`src/rtl/cpu_pkg.sv`:
```
// Shared encodings for the RV64 multi-cycle sequencer: FSM states, trap causes, CSR/priv constants.
package cpu_pkg;

  typedef enum logic [2:0] {
    ST_FETCH  = 3'd0,
    ST_DECODE = 3'd1,
    ST_EXEC   = 3'd2,
    ST_MEM    = 3'd3,
    ST_WB     = 3'd4,
    ST_TRAP   = 3'd5
  } state_t;

  localparam logic [3:0] EXC_IACCESS = 4'd1;
  localparam logic [3:0] EXC_LACCESS = 4'd5;
  localparam logic [3:0] EXC_SACCESS = 4'd7;

  localparam logic [1:0]  PRIV_U      = 2'b00;
  localparam logic [1:0]  PRIV_M      = 2'b11;
  localparam logic [11:0] CSR_MSTATUS = 12'h300;
  localparam logic [11:0] CSR_MEPC    = 12'h341;
  localparam logic [11:0] CSR_MCAUSE  = 12'h342;

  // Index width for an N-way selector; never zero so single-source instances stay legal.
  function automatic int sel_w(input int n);
    return (n > 1) ? $clog2(n) : 1;
  endfunction

endpackage

```
`src/rtl/cpu_seq_ctrl_prio_sel.sv`:
```
// Fixed-priority selector: reports whether any request is set and the index of the winner.
module prio_sel
  import cpu_pkg::*;
#(
  parameter  int N          = 4,
  parameter  bit HIGH_FIRST = 1'b0,
  localparam int IW         = sel_w(N)
) (
  input  logic [N-1:0]  req,
  output logic          valid,
  output logic [IW-1:0] idx
);

  always_comb begin
    valid = |req;
    idx   = '0;
    // Later assignments override earlier ones, so scan towards the preferred end.
    for (int i = 0; i < N; i++) begin
      if (HIGH_FIRST) begin
        if (req[i]) idx = IW'(i);
      end else if (req[N-1-i]) begin
        idx = IW'(N - 1 - i);
      end
    end
  end

endmodule

```
`src/rtl/cpu_seq_ctrl.sv`:
```
// Multi-cycle FETCH/DECODE/EXEC/MEM/WB sequencer with exception/interrupt arbitration.
// Optional memory wait-state timeout enabled by defining CPU_SEQ_MEM_TMO_EN.
module cpu_seq_ctrl
  import cpu_pkg::*;
#(
  parameter int XLEN    = 64,
  parameter int N_EXC   = 5,
  parameter int N_IRQ   = 3,
  parameter int MEM_TMO = 15
) (
  input  logic                  clk,
  input  logic                  rst,
  output logic                  imem_req,
  input  logic                  imem_ack,
  output logic                  dmem_req,
  input  logic                  dmem_ack,
  input  logic                  is_LOAD,
  input  logic                  is_STORE,
  input  logic                  mret,
  input  logic [XLEN-1:0]       pc_addr,
  input  logic [XLEN-1:0]       dmem_addr,
  input  logic [N_EXC-1:0]      exc_en_vec,
  input  logic [4*N_EXC-1:0]    exc_code_vec,
  input  logic [XLEN*N_EXC-1:0] exc_val_vec,
  input  logic [N_IRQ-1:0]      irq_pending,
  input  logic [4*N_IRQ-1:0]    irq_code_vec,
  input  logic                  mstatus_mie,
  output logic                  pc_en,
  output logic                  we_regs_gate,
  output logic                  we_dmem_gate,
  output logic                  we_csr_gate,
  output logic                  instr_retired,
  output logic                  exc_en,
  output logic [3:0]            exc_code,
  output logic [XLEN-1:0]       exc_val,
  output logic                  irq_en,
  output logic [3:0]            irq_code,
  output logic [2:0]            state
);

  state_t                  state_q, state_d;
  logic                    fetch_busy_q;
  logic                    trap_irq_q, trap_irq_d;
  logic [3:0]              exc_code_q, exc_code_d, irq_code_q, irq_code_d;
  logic [XLEN-1:0]         exc_val_q, exc_val_d;
  logic                    exc_any, irq_any, irq_take, tmo_hit;
  logic [sel_w(N_EXC)-1:0] exc_idx;
  logic [sel_w(N_IRQ)-1:0] irq_idx;

  prio_sel #(.N(N_EXC), .HIGH_FIRST(1'b0)) u_exc_sel (
    .req(exc_en_vec), .valid(exc_any), .idx(exc_idx)
  );

  prio_sel #(.N(N_IRQ), .HIGH_FIRST(1'b1)) u_irq_sel (
    .req(irq_pending), .valid(irq_any), .idx(irq_idx)
  );

  // Interrupts are only considered on the first FETCH cycle, before imem_req rises.
  assign irq_take = irq_any && mstatus_mie && !fetch_busy_q;

`ifdef CPU_SEQ_MEM_TMO_EN
  localparam int TW = $clog2(MEM_TMO + 1);
  logic [TW-1:0] wait_cnt_q;
  logic          waiting;

  always_comb begin
    waiting = 1'b0;
    if (state_q == ST_FETCH)    waiting = !irq_take && !imem_ack;
    else if (state_q == ST_MEM) waiting = !dmem_ack;
  end

  assign tmo_hit = waiting && (wait_cnt_q == TW'(MEM_TMO - 1));

  always_ff @(posedge clk or posedge rst) begin
    if (rst)                                          wait_cnt_q <= '0;
    else if (state_q != ST_FETCH && state_q != ST_MEM) wait_cnt_q <= '0;
    else if (waiting)                                 wait_cnt_q <= wait_cnt_q + TW'(1);
  end
`else
  logic unused_ok;
  assign unused_ok = MEM_TMO[0];
  assign tmo_hit   = 1'b0;
`endif

  always_ff @(posedge clk or posedge rst) begin
    if (rst) begin
      state_q      <= ST_FETCH;
      fetch_busy_q <= 1'b0;
      trap_irq_q   <= 1'b0;
      exc_code_q   <= '0;
      exc_val_q    <= '0;
      irq_code_q   <= '0;
    end else begin
      state_q      <= state_d;
      fetch_busy_q <= (state_q == ST_FETCH) && (state_d == ST_FETCH);
      trap_irq_q   <= trap_irq_d;
      exc_code_q   <= exc_code_d;
      exc_val_q    <= exc_val_d;
      irq_code_q   <= irq_code_d;
    end
  end

  always_comb begin
    state_d       = state_q;
    trap_irq_d    = trap_irq_q;
    exc_code_d    = exc_code_q;
    exc_val_d     = exc_val_q;
    irq_code_d    = irq_code_q;
    imem_req      = 1'b0;
    dmem_req      = 1'b0;
    pc_en         = 1'b0;
    we_regs_gate  = 1'b0;
    we_dmem_gate  = 1'b0;
    we_csr_gate   = 1'b0;
    instr_retired = 1'b0;
    exc_en        = 1'b0;
    irq_en        = 1'b0;
    unique case (state_q)
      ST_FETCH: begin
        if (irq_take) begin
          state_d    = ST_TRAP;
          trap_irq_d = 1'b1;
          irq_code_d = irq_code_vec[4*int'(irq_idx) +: 4];
        end else begin
          imem_req = 1'b1;
          if (imem_ack) begin
            state_d = ST_DECODE;
          end else if (tmo_hit) begin
            state_d    = ST_TRAP;
            trap_irq_d = 1'b0;
            exc_code_d = EXC_IACCESS;
            exc_val_d  = pc_addr;
          end
        end
      end
      ST_DECODE, ST_EXEC: begin
        if (exc_any) begin
          state_d    = ST_TRAP;
          trap_irq_d = 1'b0;
          exc_code_d = exc_code_vec[4*int'(exc_idx) +: 4];
          exc_val_d  = exc_val_vec[XLEN*int'(exc_idx) +: XLEN];
        end else if (state_q == ST_DECODE) begin
          state_d = ST_EXEC;
        end else if (is_LOAD || is_STORE) begin
          state_d = ST_MEM;
        end else begin
          state_d = ST_WB;
        end
      end
      ST_MEM: begin
        dmem_req     = 1'b1;
        we_dmem_gate = is_STORE;
        if (dmem_ack) begin
          state_d = ST_WB;
        end else if (tmo_hit) begin
          state_d    = ST_TRAP;
          trap_irq_d = 1'b0;
          exc_code_d = is_STORE ? EXC_SACCESS : EXC_LACCESS;
          exc_val_d  = dmem_addr;
        end
      end
      ST_WB: begin
        // mret retires like any other instruction; trap_handler performs the pc redirect.
        we_regs_gate  = 1'b1;
        we_csr_gate   = 1'b1;
        pc_en         = 1'b1;
        instr_retired = 1'b1;
        state_d       = ST_FETCH;
      end
      ST_TRAP: begin
        pc_en   = 1'b1;
        exc_en  = !trap_irq_q;
        irq_en  = trap_irq_q;
        state_d = ST_FETCH;
      end
      default: state_d = ST_FETCH;
    endcase
    if (rst) begin
      imem_req      = 1'b0;
      dmem_req      = 1'b0;
      pc_en         = 1'b0;
      we_regs_gate  = 1'b0;
      we_dmem_gate  = 1'b0;
      we_csr_gate   = 1'b0;
      instr_retired = 1'b0;
      exc_en        = 1'b0;
      irq_en        = 1'b0;
    end
  end

  logic unused_mret;
  assign unused_mret = mret;

  assign state    = state_q;
  assign exc_code = exc_code_q;
  assign exc_val  = exc_val_q;
  assign irq_code = irq_code_q;

endmodule

```
`config.mk`:
```
export PLATFORM = sky130hd
export DESIGN_NAME = cpu_seq_ctrl
export DESIGN_NICKNAME = d
export VERILOG_FILES = /design/src/rtl/cpu_pkg.sv /design/src/rtl/cpu_seq_ctrl_prio_sel.sv /design/src/rtl/cpu_seq_ctrl.sv
export SDC_FILE = /design/constraint.sdc
export NUM_CORES = 1
export LEC_CHECK = 0
export BUFFER_PORTS_ARGS = -buffer_cell sky130_fd_sc_hd__buf_2
export CAP_MARGIN = 20
export CORE_AREA = 2 2 225 227
export CTS_BUF_LIST = sky130_fd_sc_hd__clkbuf_8
export DETAILED_ROUTE_END_ITERATION = 16
export DIE_AREA = 0 0 227 229
export SKIP_LAST_GASP = 1
export SLEW_MARGIN = 25
export SYNTH_ARGS = -nofsm -noshare
export SYNTH_HDL_FRONTEND = slang
export SYNTH_SLANG_ARGS = --single-unit
```
`constraint.sdc`:
```
create_clock -name clk -period 3.7 [get_ports clk]
set_input_delay 1.11 -clock clk [delete_from_list [all_inputs] [get_ports clk]]
set_output_delay 1.11 -clock clk [all_outputs]
set_load 0.01 [all_outputs]
```
==> results.py, run 1 <==
metrics = {
    "yosys": {
        "yosysTopAreaCellShare_pct": 32.38,
        "ys.flop_type": "dfrtp_1",
        "ys_seq_area_share_pct": 32.38,
        "netlist_top_cells_count": "nand2_1 (181), a21oi_1 (140), o21ai_0 (95)",
        "synth-seq-cells": 77,
        "syn_inst": 845,
        "synth.avg_cell_area_sq_um": 7.042,
        "ys.warnings.count": 0,
        "yosysMostFrequentCell": "nand2_1",
        "yosysTopAreaCell": "dfrtp_1",
        "synth_edf_count": 0,
        "netlist_area_sq_mm": 0.005951,
        "syn_nets": 1341,
        "yosys-top-cells-area": "dfrtp_1 (32%), a21oi_1 (12%), nand2_1 (11%), o21ai_0 (8.0%), mux2_2 (6.1%)",
        "synthDistinctLibCells": 40,
        "async_reset_ff_share_pct": 100.0,
    },
    "routing": {
        "drc": 0,
        "finalWirelength_um": 32750,
        "ant_nets": 0,
        "vias": 7631,
        "first_pass_iters": 6,
        "detail_route.wl_per_cell_um": 16.93,
        "first_iter_violations": 291,
        "via_per_inst": 3.946,
    },
    "setup_path": {
        "cp-end-kind": "output pin",
        "critPathBufInv": 2,
        "cp.required_ns": 2.59,
        "cp_max_fo": 5,
        "crit_chain": "buf_2 -> nor3_1 -> nor3b_1 -> nor3_1 -> buf_2",
        "cp_top_family": "simple AND/OR/NAND/NOR gates",
        "path_class": "primary input to output pin",
        "critPathSlowestCell": "nor3_1",
        "critPathMaxStageDelay_ns": 0.41,
        "start_kind": "primary input",
        "crit_arrival_ns": 2.21,
    },
    "floorplan": {
        "core_sq_mm": 0.04966,
        "fp.dieH_um": 229,
        "die_w_um": 227,
        "num_rows": 82,
        "io_pins": 580,
        "die_area_sq_mm": 0.05198,
        "start_util_pct": 11.98,
    },
    "timing": {
        "worst_slack_ns": 0.3809,
        "slew_violations": 0,
        "hold_viol": 0,
        "min_period_ns": 3.319,
        "clock.fmax_ghz": 0.3013,
        "finClkSkew_ns": 0.01214,
        "max-slew-margin-rel_pct": 54.94,
        "fin_tns_setup_ns": 0,
        "fin_crit_sh_pct": 89.71,
        "rsz0062_at_grt": "no",
        "setup_violations": 0,
        "tightest_slew_ns": 0.6759,
    },
    "placement": {
        "placed_area_sq_mm": 0.009010,
        "port_buffers": 450,
        "hpwl_um": 26020,
        "dpl_worst_slack_ns": 0.3818,
        "place_congestion": 0.7950,
    },
    "finish": {
        "design_area_sq_mm": 0.009231,
        "syn_to_final_growth_pct": 55.13,
        "utilization_pct": 18.59,
        "nets": 1748,
        "drive_gt1_share_pct": 46.14,
    },
    "power": {
        "design_power_total_mw": 4.598,
        "clkPwrFrac_pct": 16.0,
        "seq_power_share_pct": 32.5,
        "cellPowerDensity_mw_per_mm2": 498.0,
        "p_int_mw": 2.548,
        "p_comb_share_pct": 51.5,
        "peakVddDrop_mv": 0.2015,
        "switching_power_mw": 2.049,
        "leakagePower_nw": 4.449,
        "swShare_pct": 44.57,
    },
    "clock_network": {
        "hold_buffers": 0,
        "cts_root_buf": "clkbuf_8",
        "numClockSinks": 77,
        "post_cts.repair.setup_buffers": 0,
        "clk_latency_ns": 0.42,
        "cts_buffer_depth": 2,
        "cts_tree": "built",
        "htree_num_levels": 3,
        "cts_made_buffers": 9,
        "clkTransAtPathRegs_ns": 0.09,
        "cts_resized": 0,
    },
    "global_routing": {
        "grt_pass1_wl_um": 45720,
        "antenna_found_initial": 6,
        "grt_pass1_vias": 7424,
        "gr-total-overflow": 0,
        "grt_max_degree": 99,
        "track_usage_pct": 12.25,
    },
    "flow_run": {
        "maxCapViolCount": 0,
    },
    "min_path": {
        "hp-class": "flip-flop to flip-flop",
    },
    "outcome": {
        "status": "complete, no violations",
    },
}
## registers in the layout, summed over array words and instances, names as in the netlist
name	count
exc_val	64
exc_code	4
fetch_busy_q	1
trap_irq_q	1
irq_code	4
state	3
## placed cells by master, fill, tap and decap left out, types with 2 or more instances in the layout
master	instances
mux2i_1	4
mux2_1	2
nor2_1	38
o21bai_4	2
a31oi_1	31
buf_4	24
o21ai_1	16
nor2b_4	2
clkinv_2	2
a21oi_1	140
buf_2	449
nor3b_1	3
o21ai_0	94
buf_12	5
nand2_1	180
diode_2	5
dfrtp_1	77
or3_4	2
a31o_2	38
mux2_2	32
nor3_1	42
nand2b_1	2
clkbuf_8	11
inv_1	38
## area by class of cell
type / instances / area (sq um)
clock inverters: 5 / 57.56
well taps: 672 / 840.8
repair buffers: 479 / 2555
inverters: 39 / 148.9
flip-flops and latches: 77 / 1927
diodes: 5 / 12.51
clock buffers: 11 / 151.4
fillers: 5769 / 40430
multi-input cells: 646 / 3538
## metrics by stage
step / hold slack [ns] / cells
after detailed placement: 0.4659 / 1913
final: 0.4828 / 1934
after global placement: 0.4575 / 1912
after floorplan: 0.4644 / 845
after CTS: 0.4874 / 1929
after global routing: 0.5032 / 1930
## power by group through the flow
stage / clock, mW / sequential (mW) / combinational (mW)
after floorplan: 0 / 1.67 / 1.13
after global placement: 0 / 1.50 / 2.40
after CTS: 0.794 / 1.50 / 2.42
after global routing: 0.819 / 1.55 / 2.66
final: 0.736 / 1.50 / 2.37
after detailed placement: 0 / 1.51 / 2.42
## worst min-delay path, cell delays in order, from the launching register on
cell and delay, ns:
dfrtp_1 0.35, nand2_1 0.05, o21ai_0 0.06
## metal layers
layer | GRT usage, % | share of wire [%] | up-vias | routed length, um
li1 | - | - | 3763 | -
met1 | 12.98 | 39 | 3459 | 12850
met2 | 21.32 | 48 | 360 | 15700
met3 | 4.824 | 9.6 | 47 | 3151
met4 | 5.433 | 3.2 | 2 | 1043
met5 | 0 | 0.040 | - | 13
## final timing paths
kind                                                 to               startpoint  depth (start not counted)  slack, ns
worst max-delay path                           imem_req           irq_pending[1]                          5       0.38
worst min-delay path            exc_val[48]$_DFFE_PP0P_  exc_val[48]$_DFFE_PP0P_                          2       0.48
worst max register to register  exc_val[49]$_DFFE_PP0P_       state[0]$_DFF_PP0_                          5       1.50
worst min register to register  exc_val[48]$_DFFE_PP0P_  exc_val[48]$_DFFE_PP0P_                          2       0.48
max in group asynchronous       exc_code[2]$_DFFE_PP0P_                      rst                          3       2.29
min in group asynchronous       irq_code[1]$_DFFE_PP0P_                      rst                          2       0.74
## cell families after synthesis
kind of cell	after synthesis	synth area share, %
simple gates	278	19.97
mux	38	7.107
buf+inv	122	9.188
compound gates	329	31.20
flops	77	32.38
xor+xnor	1	0.1472
Note: power is estimated with default switching activity, not from simulation.
==> inputs of run 2 (changes only) <==
--- a/config.mk
+++ b/config.mk
@@ -7,10 +7,13 @@
 export LEC_CHECK = 0
 export BUFFER_PORTS_ARGS = -buffer_cell sky130_fd_sc_hd__buf_2
 export CAP_MARGIN = 20
-export CORE_AREA = 2 2 225 227
+export CELL_PAD_IN_SITES_DETAIL_PLACEMENT = 0
+export CELL_PAD_IN_SITES_GLOBAL_PLACEMENT = 1
+export CORE_AREA = 2 2 226 228
 export CTS_BUF_LIST = sky130_fd_sc_hd__clkbuf_8
 export DETAILED_ROUTE_END_ITERATION = 16
-export DIE_AREA = 0 0 227 229
+export DIE_AREA = 0 0 228 230
+export PLACE_DENSITY_LB_ADDON = 0.1
 export SKIP_LAST_GASP = 1
 export SLEW_MARGIN = 25
 export SYNTH_ARGS = -nofsm -noshare
==> results.py, run 2 (synthesis gave the netlist of run 1 again) <==
metrics = {
    "global_routing": {
        "gr-total-overflow": 0,
        "grt_max_degree": 78,
        "track_usage_pct": 14.03,
        "grt_pass1_wl_um": 54410,
        "grt_pass1_vias": 8085,
        "antenna_found_initial": 14,
    },
    "timing": {
        "worst_hold_slack_ns": 0.4807,
        "clock.fmax_ghz": 0.3016,
        "hold_viol": 0,
        "setup_violations": 0,
        "tightest_slew_ns": 0.9084,
        "slew_violations": 0,
        "max-slew-margin-rel_pct": 39.44,
        "rsz0062_at_grt": "no",
        "min_period_ns": 3.315,
        "worst_slack_ns": 0.3848,
        "fin_crit_sh_pct": 89.60,
        "finClkSkew_ns": 0.008203,
        "fin_tns_setup_ns": 0,
    },
    "setup_path": {
        "cp-end-kind": "output pin",
        "path_class": "primary input to output pin",
        "crit_arrival_ns": 2.21,
        "cp.required_ns": 2.59,
        "critPathSlowestCell": "nor3_1",
        "start_kind": "primary input",
        "r2r_cells": 5,
        "crit_chain": "buf_2 -> nor3_1 -> buf_4 -> nor3b_1 -> nor3_1 -> buf_2",
        "critPathMaxStageDelay_ns": 0.32,
        "r2r_slack_ns": 1.67,
        "cp_max_fo": 5,
    },
    "routing": {
        "finalWirelength_um": 37130,
        "vias": 7641,
        "first_iter_violations": 326,
        "detail_route.wl_per_cell_um": 19.16,
        "ant_nets": 0,
        "drc": 0,
        "top_layer": "met5",
        "via_per_inst": 3.943,
        "wl_met2_um": 17600,
        "wl_met1_um": 16350,
        "wl_met3_um": 2633,
        "first_pass_iters": 5,
    },
    "flow_run": {
        "maxCapViolCount": 0,
    },
    "power": {
        "leakagePower_nw": 4.495,
        "cellPowerDensity_mw_per_mm2": 517.1,
        "design_power_total_mw": 4.824,
        "peakVddDrop_mv": 0.2324,
    },
    "clock_network": {
        "cts_tree": "built",
        "cts_root_buf": "clkbuf_8",
        "clk_latency_ns": 0.43,
        "htree_num_levels": 3,
        "numClockSinks": 77,
        "hold_buffers": 0,
        "clkTransAtPathRegs_ns": 0.09,
        "cts_made_buffers": 9,
        "cts_buffer_depth": 2,
        "post_cts.repair.setup_buffers": 0,
        "cts_resized": 0,
    },
    "floorplan": {
        "die_w_um": 228,
        "fp.dieH_um": 230,
        "start_util_pct": 11.93,
        "num_rows": 82,
        "io_pins": 580,
        "core_sq_mm": 0.04986,
        "die_area_sq_mm": 0.05244,
    },
    "finish": {
        "drive_gt1_share_pct": 46.15,
        "final_cell_mix": "buf_2 (449), nand2_1 (180), a21oi_1 (140)",
        "fill_cells": 5811,
        "largest_register_ffs": 64,
        "nets": 1751,
        "final_common_cell": "buf_2",
        "design_area_sq_mm": 0.009329,
        "syn_to_final_growth_pct": 56.77,
    },
    "placement": {
        "placed_area_sq_mm": 0.009050,
        "place_congestion": 0.7742,
        "port_buffers": 450,
        "hpwl_um": 28860,
        "dpl_worst_slack_ns": 0.4053,
    },
    "outcome": {
        "status": "complete, no violations",
    },
    "min_path": {
        "hp-class": "flip-flop to flip-flop",
        "hold_path_depth": 2,
    },
}
## run 2: layout make-up
class / count / area, sq um / share of cell area, %
Sequential cell: 77 / 1927 / 20.65
Clock buffer: 10 / 137.6 / 1.475
Inverter: 39 / 148.9 / 1.596
Multi-Input combinational cell: 646 / 3538 / 37.93
Antenna cell: 7 / 17.52 / 0.1878
Clock inverter: 5 / 123.9 / 1.328
Tap cell: 672 / 840.8 / 9.013
Timing Repair Buffer: 482 / 2595 / 27.82
## run 2: worst paths after layout
check,start,to
setup / recovery,irq_pending[1],imem_req
hold / removal,exc_val[49]$_DFFE_PP0P_,exc_val[49]$_DFFE_PP0P_
setup reg to reg,state[0]$_DFF_PP0_,exc_val[0]$_DFFE_PP0P_
hold reg to reg,exc_val[49]$_DFFE_PP0P_,exc_val[49]$_DFFE_PP0P_
max in group asynchronous,rst,exc_val[22]$_DFFE_PP0P_
min in group asynchronous,rst,irq_code[2]$_DFFE_PP0P_
## run 2: power breakdown
| group | total, mW | internal [mW] | leakage (nW) | switching [mW] |
|---|---|---|---|---|
| Sequential | 1.49 | 1.25 | 0.903 | 0.240 |
| Combinational | 2.40 | 0.950 | 3.46 | 1.45 |
| Clock | 0.933 | 0.529 | 0.134 | 0.404 |
| Total | 4.82 | 2.73 | 4.50 | 2.09 |
## run 2: per-layer routing
layer | up-vias | global-route usage (%)
met5 | - | 0
met4 | 16 | 3.145
met1 | 3571 | 17.50
met3 | 32 | 5.010
met2 | 267 | 23.10
li1 | 3755 | -
## run 2: worst max-delay path, delay by kind of cell
kind,cells,cell delay [ns]
AND/OR/NAND/NOR,3,0.59
buffers and inverters,3,0.50
## run 2: through the flow
step,util (%),std cells
after global placement,18.15,1916
after global routing,18.70,1936
after floorplan,-,845
after CTS,18.67,1931
after detailed placement,18.15,1916
final,18.71,1938
==> inputs of run 3 (changes only) <==
==> constraint.sdc (replaced) <==
create_clock -name clk -period 3.2 [get_ports clk]
set_input_delay 0.96 -clock clk [delete_from_list [all_inputs] [get_ports clk]]
set_output_delay 0.96 -clock clk [all_outputs]
set_load 0.01 [all_outputs]
==> results.py, run 3 (synthesis gave the netlist of run 1 again) <==
metrics = {
    "outcome": {
        "status": "complete, no violations",
    },
    "timing": {
        "fin_tns_setup_ns": 0,
        "slew_violations": 0,
        "clock.fmax_ghz": 0.3344,
        "rsz0062_at_grt": "no",
        "finClkSkew_ns": 0.01123,
        "setup_violations": 0,
        "hold_viol": 0,
        "tightest_slew_ns": 0.7675,
        "max-slew-margin-rel_pct": 48.64,
        "fin_crit_sh_pct": 93.44,
        "min_period_ns": 2.990,
    },
    "floorplan": {
        "io_pins": 580,
        "fp.dieH_um": 230,
        "core_sq_mm": 0.04986,
        "start_util_pct": 11.93,
        "die_w_um": 228,
        "die_area_sq_mm": 0.05244,
        "num_rows": 82,
    },
    "clock_network": {
        "cts_resized": 0,
        "clk_latency_ns": 0.43,
        "cts_root_buf": "clkbuf_8",
        "hold_buffers": 0,
        "cts_buffer_depth": 2,
        "clkTransAtPathRegs_ns": 0.09,
        "cts_tree": "built",
        "numClockSinks": 77,
        "htree_num_levels": 3,
        "post_cts.repair.setup_buffers": 0,
        "cts_made_buffers": 9,
    },
    "routing": {
        "first_pass_iters": 4,
        "via_per_inst": 3.921,
        "detail_route.wl_per_cell_um": 19.32,
        "ant_nets": 0,
        "finalWirelength_um": 37450,
        "drc": 0,
        "vias": 7602,
        "first_iter_violations": 258,
    },
    "global_routing": {
        "grt_pass1_vias": 8124,
        "gr-total-overflow": 0,
        "grt_pass1_wl_um": 54440,
        "grt_max_degree": 51,
        "antenna_found_initial": 7,
        "track_usage_pct": 14.13,
    },
    "finish": {
        "design_area_sq_mm": 0.009313,
        "syn_to_final_growth_pct": 56.50,
        "nets": 1755,
        "drive_gt1_share_pct": 46.28,
        "final_cell_mix": "buf_2 (449), nand2_1 (180), a21oi_1 (140)",
        "final_common_cell": "buf_2",
        "largest_register_ffs": 64,
    },
    "power": {
        "seq_power_share_pct": 32.3,
        "p_comb_share_pct": 52.1,
        "swShare_pct": 45.30,
        "clkPwrFrac_pct": 15.7,
        "p_int_mw": 2.921,
        "peakVddDrop_mv": 0.2310,
        "cellPowerDensity_mw_per_mm2": 573.3,
        "leakagePower_nw": 4.499,
        "switching_power_mw": 2.418,
    },
    "setup_path": {
        "critPathSlowestCell": "nor3_1",
        "cp_max_fo": 5,
        "cp-end-kind": "output pin",
        "critPathMaxStageDelay_ns": 0.36,
        "path_class": "primary input to output pin",
        "start_kind": "primary input",
        "crit_arrival_ns": 2.03,
        "cp.required_ns": 2.24,
        "crit_chain": "buf_2 -> nor3_1 -> buf_4 -> nor3b_1 -> nor3_1 -> buf_2",
    },
    "placement": {
        "place_congestion": 0.7815,
        "port_buffers": 450,
        "placed_area_sq_mm": 0.009112,
        "hpwl_um": 29210,
    },
    "flow_run": {
        "maxCapViolCount": 0,
    },
    "min_path": {
        "hp-class": "flip-flop to flip-flop",
    },
}
[run 3: cell types whose count changed in the layout (fill, tap and decap cells not counted), moves of 2 or more]
cell and change:
buf_4 +2, diode_2 -4, clkinv_2 +2, bufinv_16 -3
[run 3: worst paths after layout]
check                                   startpoint                 endpoint  slack [ns]  depth (start not counted)
max                                 irq_pending[1]                 imem_req        0.21                          6
min                        exc_val[42]$_DFFE_PP0P_  exc_val[42]$_DFFE_PP0P_        0.48                          2
max reg2reg                     state[0]$_DFF_PP0_  exc_val[59]$_DFFE_PP0P_        1.18                          5
min reg2reg                exc_val[42]$_DFFE_PP0P_  exc_val[42]$_DFFE_PP0P_        0.48                          2
max in group asynchronous                      rst  exc_val[16]$_DFFE_PP0P_        1.98                          3
min in group asynchronous                      rst   trap_irq_q$_DFFE_PP0P_        0.61                          2
[run 3: power groups by stage]
stage,clock (mW),sequential [mW],combinational (mW)
final,0.837,1.72,2.78
after global routing,0.940,1.79,3.13
after CTS,0.920,1.73,2.89
after detailed placement,0,1.75,2.89
after global placement,0,1.74,2.89
after floorplan,0,1.93,1.31
[run 3: cell type report]
cell class                      count  area [sq um]
Fill cell                        5855         40550
Multi-Input combinational cell    646          3538
Timing Repair Buffer              486          2658
Sequential cell                    77          1927
Tap cell                          672         840.8
Inverter                           39         148.9
Clock buffer                       10         137.6
Clock inverter                      6         55.05
Antenna cell                        3         7.507
[run 3: metrics by stage]
step                total power [mW]  setup slack (ns)  cells  utilization, %  hold slack, ns
CTS                            5.539            0.2423   1936           18.66          0.4898
global placement               4.636            0.2583   1919           18.22          0.4607
global route                   5.866            0.1109   1938           18.67          0.5079
finish                         5.339            0.2098   1939           18.68          0.4842
detailed placement             4.632            0.2506   1920           18.28          0.4698
floorplan                      3.233            0.2733    845               -          0.4644
[run 3: worst max-delay path: cells and delay by family]
kind                   cells  cell delay (ns)
AND/OR/NAND/NOR            3             0.56
buffers and inverters      3             0.50
[run 3: metal layers]
layer	part of all wire, %	routed length, um	GRT usage [%]
met1	44	16440	17.02
met3	6.8	2548	5.072
met5	0.16	60	0
met2	49	18170	24.39
met4	0.62	232	2.369
